$ cat src/rtl/i2c_bus_arbiter.sv
// Round-robin arbiter sharing one I2C master between NUM_REQ requesters.
// Sequences en/Start/Stop, watches for a hung master, returns status.
module i2c_bus_arbiter #(
  parameter int NUM_REQ        = 4,
  parameter int TIMEOUT_CYCLES = 1024,
  parameter int STOP_HOLD      = 4
) (
  input  logic                 clk,
  input  logic                 reset,
  input  logic [NUM_REQ-1:0]   req,
  input  logic [7*NUM_REQ-1:0] req_address,
  input  logic [8*NUM_REQ-1:0] req_register,
  input  logic [NUM_REQ-1:0]   req_mode,
  output logic [NUM_REQ-1:0]   gnt,
  output logic [NUM_REQ-1:0]   done,
  output logic                 resp_nack,
  output logic                 resp_timeout,
  output logic [7:0]           resp_rdata,
  output logic                 busy,
  output logic                 m_en,
  output logic                 m_start,
  output logic                 m_stop,
  output logic [6:0]           m_address,
  output logic [7:0]           m_register,
  output logic                 m_mode,
  input  logic                 m_done,
  input  logic                 m_ack,
  input  logic [7:0]           m_rdata
);

  localparam int GW = (NUM_REQ > 2) ? 2 : 1;
  localparam int CW = $clog2(TIMEOUT_CYCLES + STOP_HOLD) + 1;
  localparam logic [GW-1:0] LAST_RST = GW'(NUM_REQ - 1);
  localparam logic [CW-1:0] TMO_END  = CW'(TIMEOUT_CYCLES - 1);
  localparam logic [CW-1:0] STOP_END = CW'(STOP_HOLD - 1);

  typedef enum logic [2:0] {
    S_IDLE, S_ARB, S_LAUNCH, S_WAIT, S_STOP, S_RESP
  } state_t;

  state_t              state_q, state_d;
  logic [CW-1:0]       cnt_q, cnt_d;
  logic [GW-1:0]       last_grant_q, last_grant_d;
  logic [NUM_REQ-1:0]  gnt_q, gnt_d;
  logic [NUM_REQ-1:0]  done_q, done_d;
  logic                resp_nack_q, resp_nack_d;
  logic                resp_timeout_q, resp_timeout_d;
  logic [7:0]          resp_rdata_q, resp_rdata_d;
  logic                busy_q, busy_d;
  logic                m_en_q, m_en_d;
  logic                m_start_q, m_start_d;
  logic                m_stop_q, m_stop_d;
  logic [6:0]          m_address_q, m_address_d;
  logic [7:0]          m_register_q, m_register_d;
  logic                m_mode_q, m_mode_d;
  logic                ack_q, ack_d;
  logic [7:0]          rdata_q, rdata_d;
  logic                tmo_q, tmo_d;

  logic [GW-1:0]       win;
  logic [GW:0]         idx;
  logic [6:0]          sel_addr;
  logic [7:0]          sel_reg;
  logic                sel_mode;

  // Round-robin pick: first set req after last_grant, wrapping around.
  always_comb begin
    win = last_grant_q;
    idx = '0;
    for (int k = NUM_REQ; k >= 1; k--) begin
      idx = {1'b0, last_grant_q} + (GW+1)'(k);
      if (idx >= (GW+1)'(NUM_REQ)) idx = idx - (GW+1)'(NUM_REQ);
      if (req[idx[GW-1:0]]) win = idx[GW-1:0];
    end
  end

  // Select the winning requester's address, register and mode.
  always_comb begin
    sel_addr = '0;
    sel_reg  = '0;
    sel_mode = 1'b0;
    for (int i = 0; i < NUM_REQ; i++) begin
      if (win == GW'(i)) begin
        sel_addr = req_address[7*i +: 7];
        sel_reg  = req_register[8*i +: 8];
        sel_mode = req_mode[i];
      end
    end
  end

  // Next-state and next-output logic; outputs describe the state entered.
  always_comb begin
    state_d        = state_q;
    cnt_d          = cnt_q;
    last_grant_d   = last_grant_q;
    gnt_d          = gnt_q;
    done_d         = '0;
    resp_nack_d    = resp_nack_q;
    resp_timeout_d = resp_timeout_q;
    resp_rdata_d   = resp_rdata_q;
    busy_d         = busy_q;
    m_en_d         = m_en_q;
    m_start_d      = 1'b0;
    m_stop_d       = m_stop_q;
    m_address_d    = m_address_q;
    m_register_d   = m_register_q;
    m_mode_d       = m_mode_q;
    ack_d          = ack_q;
    rdata_d        = rdata_q;
    tmo_d          = tmo_q;
    case (state_q)
      S_IDLE: begin
        if (|req) begin
          state_d      = S_ARB;
          busy_d       = 1'b1;
          gnt_d        = '0;
          gnt_d[win]   = 1'b1;
          last_grant_d = win;
          m_address_d  = sel_addr;
          m_register_d = sel_reg;
          m_mode_d     = sel_mode;
        end
      end
      S_ARB: begin
        state_d   = S_LAUNCH;
        m_en_d    = 1'b1;
        m_start_d = 1'b1;
        m_stop_d  = 1'b0;
      end
      S_LAUNCH: begin
        state_d = S_WAIT;
        cnt_d   = '0;
      end
      S_WAIT: begin
        if (m_done) begin
          state_d  = S_STOP;
          ack_d    = m_ack;
          rdata_d  = m_mode_q ? m_rdata : 8'h00;
          tmo_d    = 1'b0;
          cnt_d    = '0;
          m_en_d   = 1'b0;
          m_stop_d = 1'b1;
        end else if (cnt_q == TMO_END) begin
          state_d  = S_STOP;
          ack_d    = 1'b0;
          rdata_d  = 8'h00;
          tmo_d    = 1'b1;
          cnt_d    = '0;
          m_en_d   = 1'b0;
          m_stop_d = 1'b1;
        end else begin
          cnt_d = cnt_q + 1'b1;
        end
      end
      S_STOP: begin
        if (cnt_q == STOP_END) begin
          state_d        = S_RESP;
          done_d         = gnt_q;
          resp_nack_d    = ~ack_q | tmo_q;
          resp_timeout_d = tmo_q;
          resp_rdata_d   = rdata_q;
        end else begin
          cnt_d = cnt_q + 1'b1;
        end
      end
      S_RESP: begin
        state_d = S_IDLE;
        gnt_d   = '0;
        busy_d  = 1'b0;
      end
      default: state_d = S_IDLE;
    endcase
  end

  // State and registered outputs; reset aborts any transaction at once.
  always_ff @(posedge clk or negedge reset) begin
    if (!reset) begin
      state_q        <= S_IDLE;
      cnt_q          <= '0;
      last_grant_q   <= LAST_RST;
      gnt_q          <= '0;
      done_q         <= '0;
      resp_nack_q    <= 1'b0;
      resp_timeout_q <= 1'b0;
      resp_rdata_q   <= '0;
      busy_q         <= 1'b0;
      m_en_q         <= 1'b0;
      m_start_q      <= 1'b0;
      m_stop_q       <= 1'b1;
      m_address_q    <= '0;
      m_register_q   <= '0;
      m_mode_q       <= 1'b0;
      ack_q          <= 1'b0;
      rdata_q        <= '0;
      tmo_q          <= 1'b0;
    end else begin
      state_q        <= state_d;
      cnt_q          <= cnt_d;
      last_grant_q   <= last_grant_d;
      gnt_q          <= gnt_d;
      done_q         <= done_d;
      resp_nack_q    <= resp_nack_d;
      resp_timeout_q <= resp_timeout_d;
      resp_rdata_q   <= resp_rdata_d;
      busy_q         <= busy_d;
      m_en_q         <= m_en_d;
      m_start_q      <= m_start_d;
      m_stop_q       <= m_stop_d;
      m_address_q    <= m_address_d;
      m_register_q   <= m_register_d;
      m_mode_q       <= m_mode_d;
      ack_q          <= ack_d;
      rdata_q        <= rdata_d;
      tmo_q          <= tmo_d;
    end
  end

  assign gnt          = gnt_q;
  assign done         = done_q;
  assign resp_nack    = resp_nack_q;
  assign resp_timeout = resp_timeout_q;
  assign resp_rdata   = resp_rdata_q;
  assign busy         = busy_q;
  assign m_en         = m_en_q;
  assign m_start      = m_start_q;
  assign m_stop       = m_stop_q;
  assign m_address    = m_address_q;
  assign m_register   = m_register_q;
  assign m_mode       = m_mode_q;

endmodule

$ cat config.mk
export PLATFORM = sky130hd
export DESIGN_NAME = i2c_bus_arbiter
export DESIGN_NICKNAME = d
export VERILOG_FILES = /design/src/rtl/i2c_bus_arbiter.sv
export SDC_FILE = /design/constraint.sdc
export NUM_CORES = 1
export LEC_CHECK = 0
export ABC_AREA = 1
export ABC_CLOCK_PERIOD_IN_PS = 2300
export BUFFER_PORTS_ARGS = -buffer_cell sky130_fd_sc_hd__buf_2
export CORE_MARGIN = 5
export CORE_UTILIZATION = 52
export DETAILED_ROUTE_END_ITERATION = 7
export MAX_ROUTING_LAYER = met4
export PLACE_DENSITY = 0.82
export RECOVER_POWER = 100
export SYNTH_ARGS = -nofsm -noshare
export SYNTH_HDL_FRONTEND = slang
export SYNTH_SLANG_ARGS = --single-unit
$ cat constraint.sdc
create_clock -name clk -period 2.3 [get_ports clk]
set_input_delay 0.345 -clock clk [delete_from_list [all_inputs] [get_ports clk]]
set_output_delay 0.345 -clock clk [all_outputs]
set_load 0.03 [all_outputs]
# ---- Word level (Yosys, flattened, before mapping)
# Index checks and enable logic that the tools add are counted.
dict set report word_totals {
  wordCells 125
  output_inout_bits 38
  regBits 65
}
dict set report classes {
  eq_ne 14
  magnitude_cmp 10
  n_addsub 9
  n_bitwise 2
  reduce_logical 15
  n_mux 57
}
# cell n
set ops {}
lappend ops {{8-bit 2-to-1 mux} 7}
lappend ops {{12-bit 2-to-1 mux} 3}
lappend ops {{12-bit case mux with 3 select lines} 1}
lappend ops {{7-bit 2-to-1 mux} 4}
lappend ops {{1-bit 2-to-1 mux} 17}
lappend ops {{2-bit 2-to-1 mux} 8}
lappend ops {{2-bit by 3-bit < comparator with 1-bit output (second input constant)} 5}
lappend ops {{3-bit case mux with 5 select lines} 1}
lappend ops {{12-bit by 1-bit adder with 12-bit output (second input constant)} 1}
lappend ops {{12-bit by 10-bit == test with 1-bit output (second input constant)} 1}
lappend ops {{12-bit by 2-bit == test with 1-bit output (second input constant)} 1}
lappend ops {{3-bit greater-or-equal comparator (second input constant)} 4}
lappend ops {{3-bit 2-to-1 mux} 4}
lappend ops {{4-bit 2-to-1 mux} 3}
lappend ops {{2-bit AND reduction} 6}
lappend ops {{1-bit binary-select mux with 2-bit select} 4}
lappend ops {{4-bit case mux with 2 select lines} 1}
lappend ops {{2-bit by 1-bit subtractor with 2-bit output (second input constant)} 4}
lappend ops {{2-bit by 2-bit adder with 3-bit output (second input constant)} 2}
lappend ops {{3-bit by 2-bit == test with 1-bit output (second input constant)} 2}
lappend ops {{3-bit == test (second input constant)} 2}
lappend ops {{2-bit inequality test (second input constant)} 3}
lappend ops {{1-bit case mux with 2 select lines} 3}
lappend ops {{2-bit nonzero test} 3}
lappend ops {{other kinds (16)} 17}

# ---- Depth between registers and ports, before layout
# Gate-level depths: netlist (run 1).
dict set report depth {
  word_depth 15
  ltp_mapped 16
  ltp_nobuf 14
}

# ---- Worst setup path after synthesis (run 1)
# No wires, ideal clock.
dict set report synth_path {
  kind {register to register}
  startpoint {register last_grant_q[0]}
  endpoint {register m_register_q[3] (netlist: m_register[3])}
  n_path_buf 2
  arrival_ns 1.661
  slack_ns 0.522
  stages_incl_launch_ff 16
  setup_time_ns 0.117
  required_time_ns 2.183
  cell_sequence {dfstp_2 -> buf_6 -> inv_4 -> nand2_1 -> nand3_1 -> nand2_1 -> nand2_1 -> nand2_2 -> nand2_2 -> nand2_4 -> nand2_4 -> buf_6 -> o21bai_1 -> nand3_1 -> nand2_1 -> nand2_1}
}
dict set report synth_between {
  elab_chain_len 14
  elab_cells_between_ends 36
  cone_classes {add/sub: 8; order compare: 4; eq/ne: 3; mux: 20; reduce/logical: 1}
}
# element line_no
set synth_rtl {}
lappend synth_rtl {{from (decl)} 43} ;# logic [GW-1:0] last_grant_q, last_grant_d;
lappend synth_rtl {{from (signal assigned)} 199} ;# last_grant_q <= last_grant_d;
lappend synth_rtl {{2-bit by 3-bit adder with 3-bit output} 71} ;# idx = {1'b0, last_grant_q} + (GW+1)'(k);
lappend synth_rtl {{3-bit greater-or-equal comparator / 2-bit by 1-bit subtractor with 2-bit output (equally long branches)} 72} ;# if (idx >= (GW+1)'(NUM_REQ)) idx = idx - (GW+1)'(NUM_REQ);
lappend synth_rtl {{2-bit 2-to-1 mux} 72}
lappend synth_rtl {{1-bit binary-select mux with 2-bit select} 73} ;# if (req[idx[GW-1:0]]) win = idx[GW-1:0];
lappend synth_rtl {{1-bit 2-to-1 mux (not written as such)} 73}
lappend synth_rtl {{2-bit 2-to-1 mux (3 in series)} 73}
lappend synth_rtl {{2-bit 2-to-1 mux (*)} 73}
lappend synth_rtl {{2-bit zero test} 83} ;# if (win == GW'(i)) begin
lappend synth_rtl {{8-bit 2-to-1 mux (3 in series)} 83}
lappend synth_rtl {{8-bit 2-to-1 mux (*)} 83}
lappend synth_rtl {{to (signal assigned)} 210} ;# m_register_q <= m_register_d;
lappend synth_rtl {{to (decl)} 54} ;# logic [7:0] m_register_q, m_register_d;
# Every way passes the cells marked *; elsewhere a longest branch is shown, timed or not. The select of a mux whose other input is x is not followed.
# A chain may end at the register's enable or synchronous reset.

# ---- Final worst setup path (run 1)
# Ends and elaborated chain as after synthesis.

==> results.yml, run 1 <==
clocking:
  cts_buffers: 9
  clkSinkCount: 65
  clk_pin_slew_ns: 0.07
  insertion_delay_ns: 0.34
  cts_tree: "done"
  root_buffer: "clkbuf_8"
  ctsLongestPathBuffers: 2
  htree_levels: 3
synth:
  synthAdderAreaFrac_pct: 0.332
  synth-simple-area-share_pct: 33.2
  synth_compound_area_share_pct: 11.3
  synth_top_area_share_pct: 41.2
  syn_inst: 482
  synth_top_cells_by_area: "dfrtp_1 41%, nand2_1 15%, nand3_1 6.4%"
  synth-seq-cells: 65
  synth_fp_nets: 563
  yosysWarnings: 0
  synth_cell_type_count: 39
  synth.area.mux_share_pct: 0.299
  synth_area_per_cell_um2: 7.81
  ys_async_sr_fraction_pct: 100
  yosysTopAreaCell: "dfrtp_1"
  synth_xor_area_share_pct: 1.83
  synth_flop_cell: "dfrtp_1"
  synth_top_family_by_area: "simple AND/OR/NAND/NOR gates"
  syn_area_um2: 3760
  seq_area_frac_synth_pct: 43.3
  synth_edf_count: 0
critical_path:
  worstSetupStartpointType: "register"
  crit_type: "register to register"
  critPathMaxStageDelay_ns: 0.64
  critPathRequiredTime_ns: 2.54
  end_kind: "register"
  cpMostUsedCell: "nand2_1"
  path_max_fanout: 18
  arrival_ns: 2.34
  crit_chain: "nand2_1 > o21ai_1 > nand3_1 > nand2_2 > nand2_2 > nand2_8 > nand2_4 > buf_4 > o21bai_1 > nand3_1 > nand2_1 > nand2_1"
  critPathSlowestCell: "dfstp_2"
floorplanning:
  die_h_um: 95.1
  die_w_um: 95.1
  rows: 31
  io_pins: 118
  start_util_pct: 52.7
  core_um2: 7140
  die-area_um2: 9040
timing:
  slew-limit-headroom_pct: -3.99
  setup_slack_ns: 0.195
  whs_ns: 0.239
  worstMarginPinSlew_ns: 1.56
  hold_viol_final: 0
  finalMaxSlewViolations: 28
  fmax_mhz: 475
  skew_ns: 0.00764
  fin_setup_tns_ns: 0
  finalSetupViolCount: 0
  rsz0062_at_grt: "no"
  fin_crit_ns: 2.11
  period_share_pct: 91.5
min_path:
  hold_path.class: "input port to register"
placement:
  placed_area_um2: 4450
  pre_cts_slack_ns: 0.189
  port_buffers: 117
  dp.cells: 689
  place_hpwl_um: 7210
  place_congestion: 0.942
power_and_ir_drop:
  p_comb_share_pct: 59.5
  seqPwrFrac_pct: 26.0
  power_switching_mw: 3.34
  vdd_ir_drop_max_mv: 0.850
  swShare_pct: 49.3
  p_per_area_nw_per_um2: 1480
  p_total_mw: 6.78
  pwr-share-clk_pct: 14.5
  p_int_mw: 3.44
  leakagePower_nw: 2.36
detailed_routing:
  met1_length_um: 4060
  postRouteWirelength_um: 9890
  met2WireLength_um: 5000
  ant_nets: 0
  viasPerCell: 5.27
  drc_errors: 0
  wl_met3_um: 560
  first_iter_violations: 162
  first_pass_iters: 5
  topRoutingLayerUsed: "met4"
  num_vias: 3723
  wl_per_cell_um: 14.0
layout:
  nFillCells: 651
  final_area_um2: 4590
  fin_util_pct: 64.4
  final_common_cell: "nand2_1"
  layout-drive-gt1-share_pct: 22.2
  num-nets-final: 683
  instances_no_fill: 706
  diodes: 0
  area_delta_synth_final_pct: 22.1
  layout_common_cells: "149 x nand2_1, 78 x buf_2, 62 x dfrtp_1"
status:
  violations: "max-capacitance violations, max-slew violations"
  status: "finished, violations left"
global_routing:
  grt_pass1_wl_um: 15400
  antenna_found_initial: 0
  grt_usage_pct: 22.4
  grt_max_degree: 40
  grt_pass1_vias: 3453
  grt_overflow_total: 0
job:
  cap_violations: 1
kinds of logic (layout without fill, tap and decap cells):
logic type,after synthesis,count (layout)
DFF,65,65
xor gates and xnor gates,7,7
buffers and inverters,79,204
adders and majority gates,1,1
and+or+nand+nor,272,272
AOI/OAI and AO/OA,57,57
muxes,1,1
metal layers:
metal	vias to the layer above	GRT usage [%]
li1	1819	-
met1	1747	27.0
met3	28	4.26
met5	-	-
met4	0	10.9
met2	129	36.1
final timing paths:
| kind | startpoint | endpoint | depth (start not counted) | slack (ns) |
|---|---|---|---|---|
| max | last_grant_q[0] | m_register[3] | 12 | 0.19 |
| min | m_ack | ack_q | 3 | 0.24 |
| max reg2reg | last_grant_q[0] | m_register[3] | 12 | 0.19 |
| min reg2reg | ack_q | resp_nack | 1 | 0.46 |
| max in group asynchronous | reset | m_stop | 2 | 0.54 |
| min in group asynchronous | reset | m_register[7] | 1 | 0.37 |
flip-flops by register name, indices dropped and copies added (netlist names), 2 cells and up:
signal,count
gnt,4
rdata_q,8
done,4
state_q,3
last_grant_q,2
m_register,8
cnt_q,12
m_address,7
resp_rdata,8
final cells by class:
cell class	count	area [um^2]	share of cell area, %
inverters	57	216	4.71
multi-input cells	338	1770	38.6
clock inverters	7	78.8	1.72
clock buffers	9	124	2.70
well taps	99	124	2.70
flip-flops and latches	65	1630	35.5
repair buffers	131	648	14.1
cells in the mapped netlist, drive strengths merged (2+ instances only):
master and n:
dfstp 3, clkbuf 6, dfrtp 62, nand3 49, o221ai 5, inv 56
buf 16, o21ai 21, a21oi 6, o21bai 15, nor2 23, xor2 7
nand3b 18, o31ai 3, nand2 154, o32ai 2, nand4 20, nor3 6
power groups by stage:
| stage | sequential (mW) | clock, mW | combinational [mW] |
|---|---|---|---|
| floorplan | 2.11 | 0 | 2.88 |
| global placement | 1.76 | 0 | 3.91 |
| detailed placement | 1.77 | 0 | 4.02 |
| CTS | 1.76 | 1.01 | 4.05 |
| global route | 1.80 | 1.06 | 4.45 |
| finish | 1.76 | 0.984 | 4.03 |
critical path, delay by kind of cell, from the launching register on:
| family | cells | cell delay [ns] |
|---|---|---|
| AOI/OAI and AO/OA | 2 | 0.28 |
| buffers and inverters | 1 | 0.20 |
| and+or+nand+nor | 9 | 0.87 |
| DFF | 1 | 0.64 |
repair_timing:
| action | CTS | global route |
|---|---|---|
| setup endpoints to repair | 0 | 1 |
| buffers inserted | 0 | 1 |
| resized for setup | 0 | 1 |
| hold buffers | 0 | 0 |
Power figures use the tool's default switching activity.
==> run 2, diff against run 1 <==
--- a/config.mk
+++ b/config.mk
@@ -8,7 +8,6 @@
 export ABC_AREA = 1
 export ABC_CLOCK_PERIOD_IN_PS = 2300
 export BUFFER_PORTS_ARGS = -buffer_cell sky130_fd_sc_hd__buf_2
-export CORE_MARGIN = 5
 export CORE_UTILIZATION = 52
 export DETAILED_ROUTE_END_ITERATION = 7
 export MAX_ROUTING_LAYER = met4
==> results.yml, run 2 (synthesis gave the netlist of run 1 again) <==
global_routing:
  grt_pass1_vias: 3645
  grt_overflow_total: 0
  antenna_found_initial: 0
  grt_max_degree: 37
  grt_pass1_wl_um: 16100
  grt_usage_pct: 28.4
placement:
  port_buffers: 117
  place_congestion: 0.932
  pre_cts_slack_ns: 0.243
  place_hpwl_um: 7090
  dp.cells: 689
detailed_routing:
  first_iter_violations: 288
  num_vias: 3803
  drc_errors: 0
  postRouteWirelength_um: 9650
  first_pass_iters: 5
  viasPerCell: 5.39
  wl_per_cell_um: 13.7
  ant_nets: 0
timing:
  hold_viol_final: 0
  fin_setup_tns_ns: 0
  finalSetupViolCount: 0
  slew-limit-headroom_pct: 41.2
  skew_ns: 0.00920
  fin_crit_ns: 2.09
  setup_slack_ns: 0.209
  rsz0062_at_grt: "no"
  whs_ns: 0.228
  fmax_mhz: 478
  worstMarginPinSlew_ns: 0.882
  period_share_pct: 90.9
  finalMaxSlewViolations: 0
power_and_ir_drop:
  leakagePower_nw: 2.38
  vdd_ir_drop_max_mv: 0.815
  p_per_area_nw_per_um2: 1490
critical_path:
  r2r_setup_slack_ns: 0.21
  path_max_fanout: 34
  worstSetupStartpointType: "register"
  crit_type: "register to register"
  timing.critical_path.buf_inv: 2
  cp_top_family: "flip-flops"
  arrival_ns: 2.33
  cpMostUsedCell: "nand2_1"
  critPathSlowestCell: "dfstp_2"
  critPathRequiredTime_ns: 2.54
  critPathMaxStageDelay_ns: 0.67
  end_kind: "register"
  crit_chain: "o21ai_1 > or2_4 > nand2_1 > nand2_1 > clkinv_1 > clkbuf_4 > o21bai_2 > nand3_1 > nand2_1 > nand2_1"
clocking:
  cts_buffers: 9
  clk_pin_slew_ns: 0.08
  cts_tree: "done"
  root_buffer: "clkbuf_8"
  ctsLongestPathBuffers: 2
  clkSinkCount: 65
  htree_levels: 3
  insertion_delay_ns: 0.35
  post_cts.repair.setup_buffers: 0
layout:
  regMostFlops: "cnt_q"
  layout-drive-gt1-share_pct: 22.1
  final_common_cell: "nand2_1"
  largest_register_ffs: 12
  fin_util_pct: 67.1
  instances_no_fill: 706
  nFillCells: 617
  num-nets-final: 686
  area_delta_synth_final_pct: 23.1
  diodes: 0
  layout_common_cells: "149 x nand2_1, 78 x buf_2, 62 x dfrtp_1"
floorplanning:
  rows: 30
  core_um2: 6910
  start_util_pct: 54.5
  die_w_um: 87.1
  io_pins: 118
  die-area_um2: 7580
  die_h_um: 87.1
min_path:
  hold_path.class: "input port to register"
status:
  status: "finished, final reports clean"
job:
  cap_violations: 0
## run 2: cell count changes in the layout (fill, tap and decap cells not counted), sizes merged
cell         previous run  this run
clkbuf                 51        55
clkinv                  5         4
bufinv                  1         2
buf                    89        87
dlygate4sd3             0         1
## run 2: report_power, final
| part | internal [mW] | switching (mW) | total (mW) |
|---|---|---|---|
| combinational | 1.43 | 2.59 | 4.02 |
| clock | 0.622 | 0.496 | 1.12 |
| sequential | 1.52 | 0.246 | 1.77 |
| total | 3.57 | 3.33 | 6.90 |
## run 2: final timing paths
kind | endpoint | cells past startpoint | from
worst max-delay path | m_address[1] | 10 | last_grant_q[0]
worst min-delay path | ack_q | 3 | m_ack
worst max register to register | m_address[1] | 10 | last_grant_q[0]
worst min register to register | resp_nack | 1 | ack_q
max in group asynchronous | state_q[2] | 3 | reset
min in group asynchronous | m_register[6] | 2 | reset
## run 2: layer usage
layer / global-route usage [%] / share of wire (%) / vias to the layer above
met3: 4.93 / 5.8 / 32
met5: - / 0 / -
met1: 33.4 / 40 / 1803
li1: - / - / 1826
met2: 47.7 / 51 / 142
met4: 13.0 / 3.3 / 0
## run 2: final cells by class
cell class                 instances  area [um^2]  share of cell area, %
multi-input combinational        338         1770                   38.2
inverter                          57          216                   4.67
timing repair buffer             134          673                   14.5
sequential                        65         1630                   35.2
clock buffer                       9          124                   2.67
clock inverter                     7          100                   2.16
tap                               96          120                   2.59
## run 2: timing repair
item / in CTS / in global routing
gates resized for setup: 0 / 0
hold buffers: 1 / 0
endpoints found under the hold margin: 5 / 0
## run 2: tightest hold or removal path, cell delays in order
cell and delay [ns]:
buf_2 0.08, nand3_1 0.06, nand2_1 0.06
## run 2: stage by stage
| stage | total power [mW] | area (um^2) |
|---|---|---|
| after floorplan | 4.99 | 3760 |
| after global placement | 5.70 | 4470 |
| after detailed placement | 5.88 | 4470 |
| after CTS | 7.01 | 4700 |
| after global routing | 7.45 | 4630 |
| final | 6.90 | 4630 |
==> run 3, diff against run 2 <==
--- a/config.mk
+++ b/config.mk
@@ -8,6 +8,7 @@
 export ABC_AREA = 1
 export ABC_CLOCK_PERIOD_IN_PS = 2300
 export BUFFER_PORTS_ARGS = -buffer_cell sky130_fd_sc_hd__buf_2
+export CORE_ASPECT_RATIO = 2
 export CORE_UTILIZATION = 52
 export DETAILED_ROUTE_END_ITERATION = 7
 export MAX_ROUTING_LAYER = met4
==> results.yml, run 3 (synthesis gave the netlist of run 1 again) <==
power_and_ir_drop:
  leakagePower_nw: 2.40
  p_total_mw: 7.16
  vdd_ir_drop_max_mv: 0.897
  p_comb_share_pct: 56.7
  seqPwrFrac_pct: 24.8
  p_int_mw: 3.80
  p_per_area_nw_per_um2: 1520
  swShare_pct: 46.9
  power_switching_mw: 3.36
  pwr-share-clk_pct: 18.5
placement:
  place_hpwl_um: 7350
  port_buffers: 117
  place_congestion: 0.868
  dp.cells: 682
  pre_cts_slack_ns: 0.233
  placed_area_um2: 4460
timing:
  skew_ns: 0.0102
  finalMaxSlewViolations: 0
  fin_setup_tns_ns: 0
  hold_viol_final: 0
  worstMarginPinSlew_ns: 1.37
  finalSetupViolCount: 0
  whs_ns: 0.247
  fmax_mhz: 483
  slew-limit-headroom_pct: 8.64
  period_share_pct: 90.1
  setup_slack_ns: 0.228
  fin_crit_ns: 2.07
  rsz0062_at_grt: "no"
global_routing:
  grtUsageMet3_pct: 5.76
  gr-usage-met2_pct: 51.2
  grt_overflow_total: 0
  grt_pass1_wl_um: 16400
  antenna_found_initial: 0
  grt_max_degree: 50
  grt.met1_usage_pct: 26.9
  grt_pass1_vias: 3834
  grt_usage_pct: 28.5
  grt-busiest-layer: "met2"
clocking:
  cts_tree: "done"
  htree_levels: 3
  cts_hold_buf: 0
  post_cts.repair.setup_buffers: 0
  ctsLongestPathBuffers: 2
  clkSinkCount: 65
  cts_buffers: 9
  insertion_delay_ns: 0.33
  clk_pin_slew_ns: 0.06
  root_buffer: "clkbuf_16"
layout:
  instances_no_fill: 698
  regMostFlops: "cnt_q"
  regArea_um2: 1630
  num-nets-final: 684
  nFillCells: 584
  area_delta_synth_final_pct: 24.8
  fin_util_pct: 67.7
  final_common_cell: "nand2_1"
  diodes: 0
  multi_input_area_um2: 1770
  layout-drive-gt1-share_pct: 22.2
  layout_common_cells: "148 x nand2_1, 78 x buf_2, 62 x dfrtp_1"
  final_area_um2: 4700
  largest_register_ffs: 12
critical_path:
  reg2reg_from: "last_grant_q[0]"
  path_max_fanout: 49
  crit_type: "register to register"
  reg2reg_to: "m_register[1]"
  arrival_ns: 2.30
  endpoint: "m_register[1]"
  r2r_cells: 10
  critPathRequiredTime_ns: 2.53
  worstSetupStartpointType: "register"
  end_kind: "register"
  startpoint: "last_grant_q[0]"
  r2r_setup_slack_ns: 0.23
job:
  cap_violations: 0
detailed_routing:
  num_vias: 3806
  first_pass_iters: 5
  viasPerCell: 5.45
  wl_per_cell_um: 14.2
  postRouteWirelength_um: 9920
  ant_nets: 0
  first_iter_violations: 333
  drc_errors: 0
floorplanning:
  start_util_pct: 54.2
  die-area_um2: 7600
  rows: 43
  core_um2: 6940
  die_w_um: 62.2
  io_pins: 118
  die_h_um: 122
min_path:
  hold_start: "m_ack"
  hold_path.class: "input port to register"
status:
  status: "finished, final reports clean"
## run 3: timing repair
action	CTS	global route
setup endpoints to repair	0	7
hold endpoints to repair	0	0
resized for setup	0	2
## run 3: final cells by class
| cell class | count | share of cell area, % |
|---|---|---|
| clock buffer | 11 | 4.96 |
| clock inverter | 5 | 1.20 |
| inverter | 57 | 4.61 |
| multi-input combinational | 338 | 37.7 |
| sequential | 65 | 34.7 |
| tap | 90 | 2.40 |
| timing repair buffer | 132 | 14.4 |
## run 3: how the worst min path moves through the flow
stage	to	slack (ns)	depth (start not counted)
2_1_floorplan	ack_q	0.05	0
3_3_place_gp	m_register[7]	0.36	1
3_5_place_dp	m_register[7]	0.37	1
4_1_cts	m_register[7]	0.02	1
5_1_grt	ack_q	0.25	3
6_report	ack_q	0.25	3
## run 3: critical path: stages (launching register included)
cell and delay (ns):
dfstp_2 0.66, o21ai_1 0.15, or2_4 0.29, nand2_1 0.06, nand2_1 0.11, inv_1 0.13, buf_12 0.21, o21bai_2 0.15
nand3_1 0.09, nand2_1 0.07, nand2_1 0.04
## run 3: power groups by stage
stage	registers, mW	clock network [mW]	logic [mW]
after floorplan	2.11	0	2.88
after global placement	1.76	0	3.99
after detailed placement	1.78	0	4.12
after CTS	1.77	1.35	4.14
after global routing	1.82	1.40	4.49
final	1.78	1.32	4.06
## run 3: layer usage
metal / wire [um] / vias up / share of wire (%)
met5: 0 / - / 0
met2: 5290 / 186 / 53
li1: - / 1825 / -
met3: 610 / 50 / 6.1
met1: 3550 / 1745 / 36
met4: 470 / 0 / 4.7
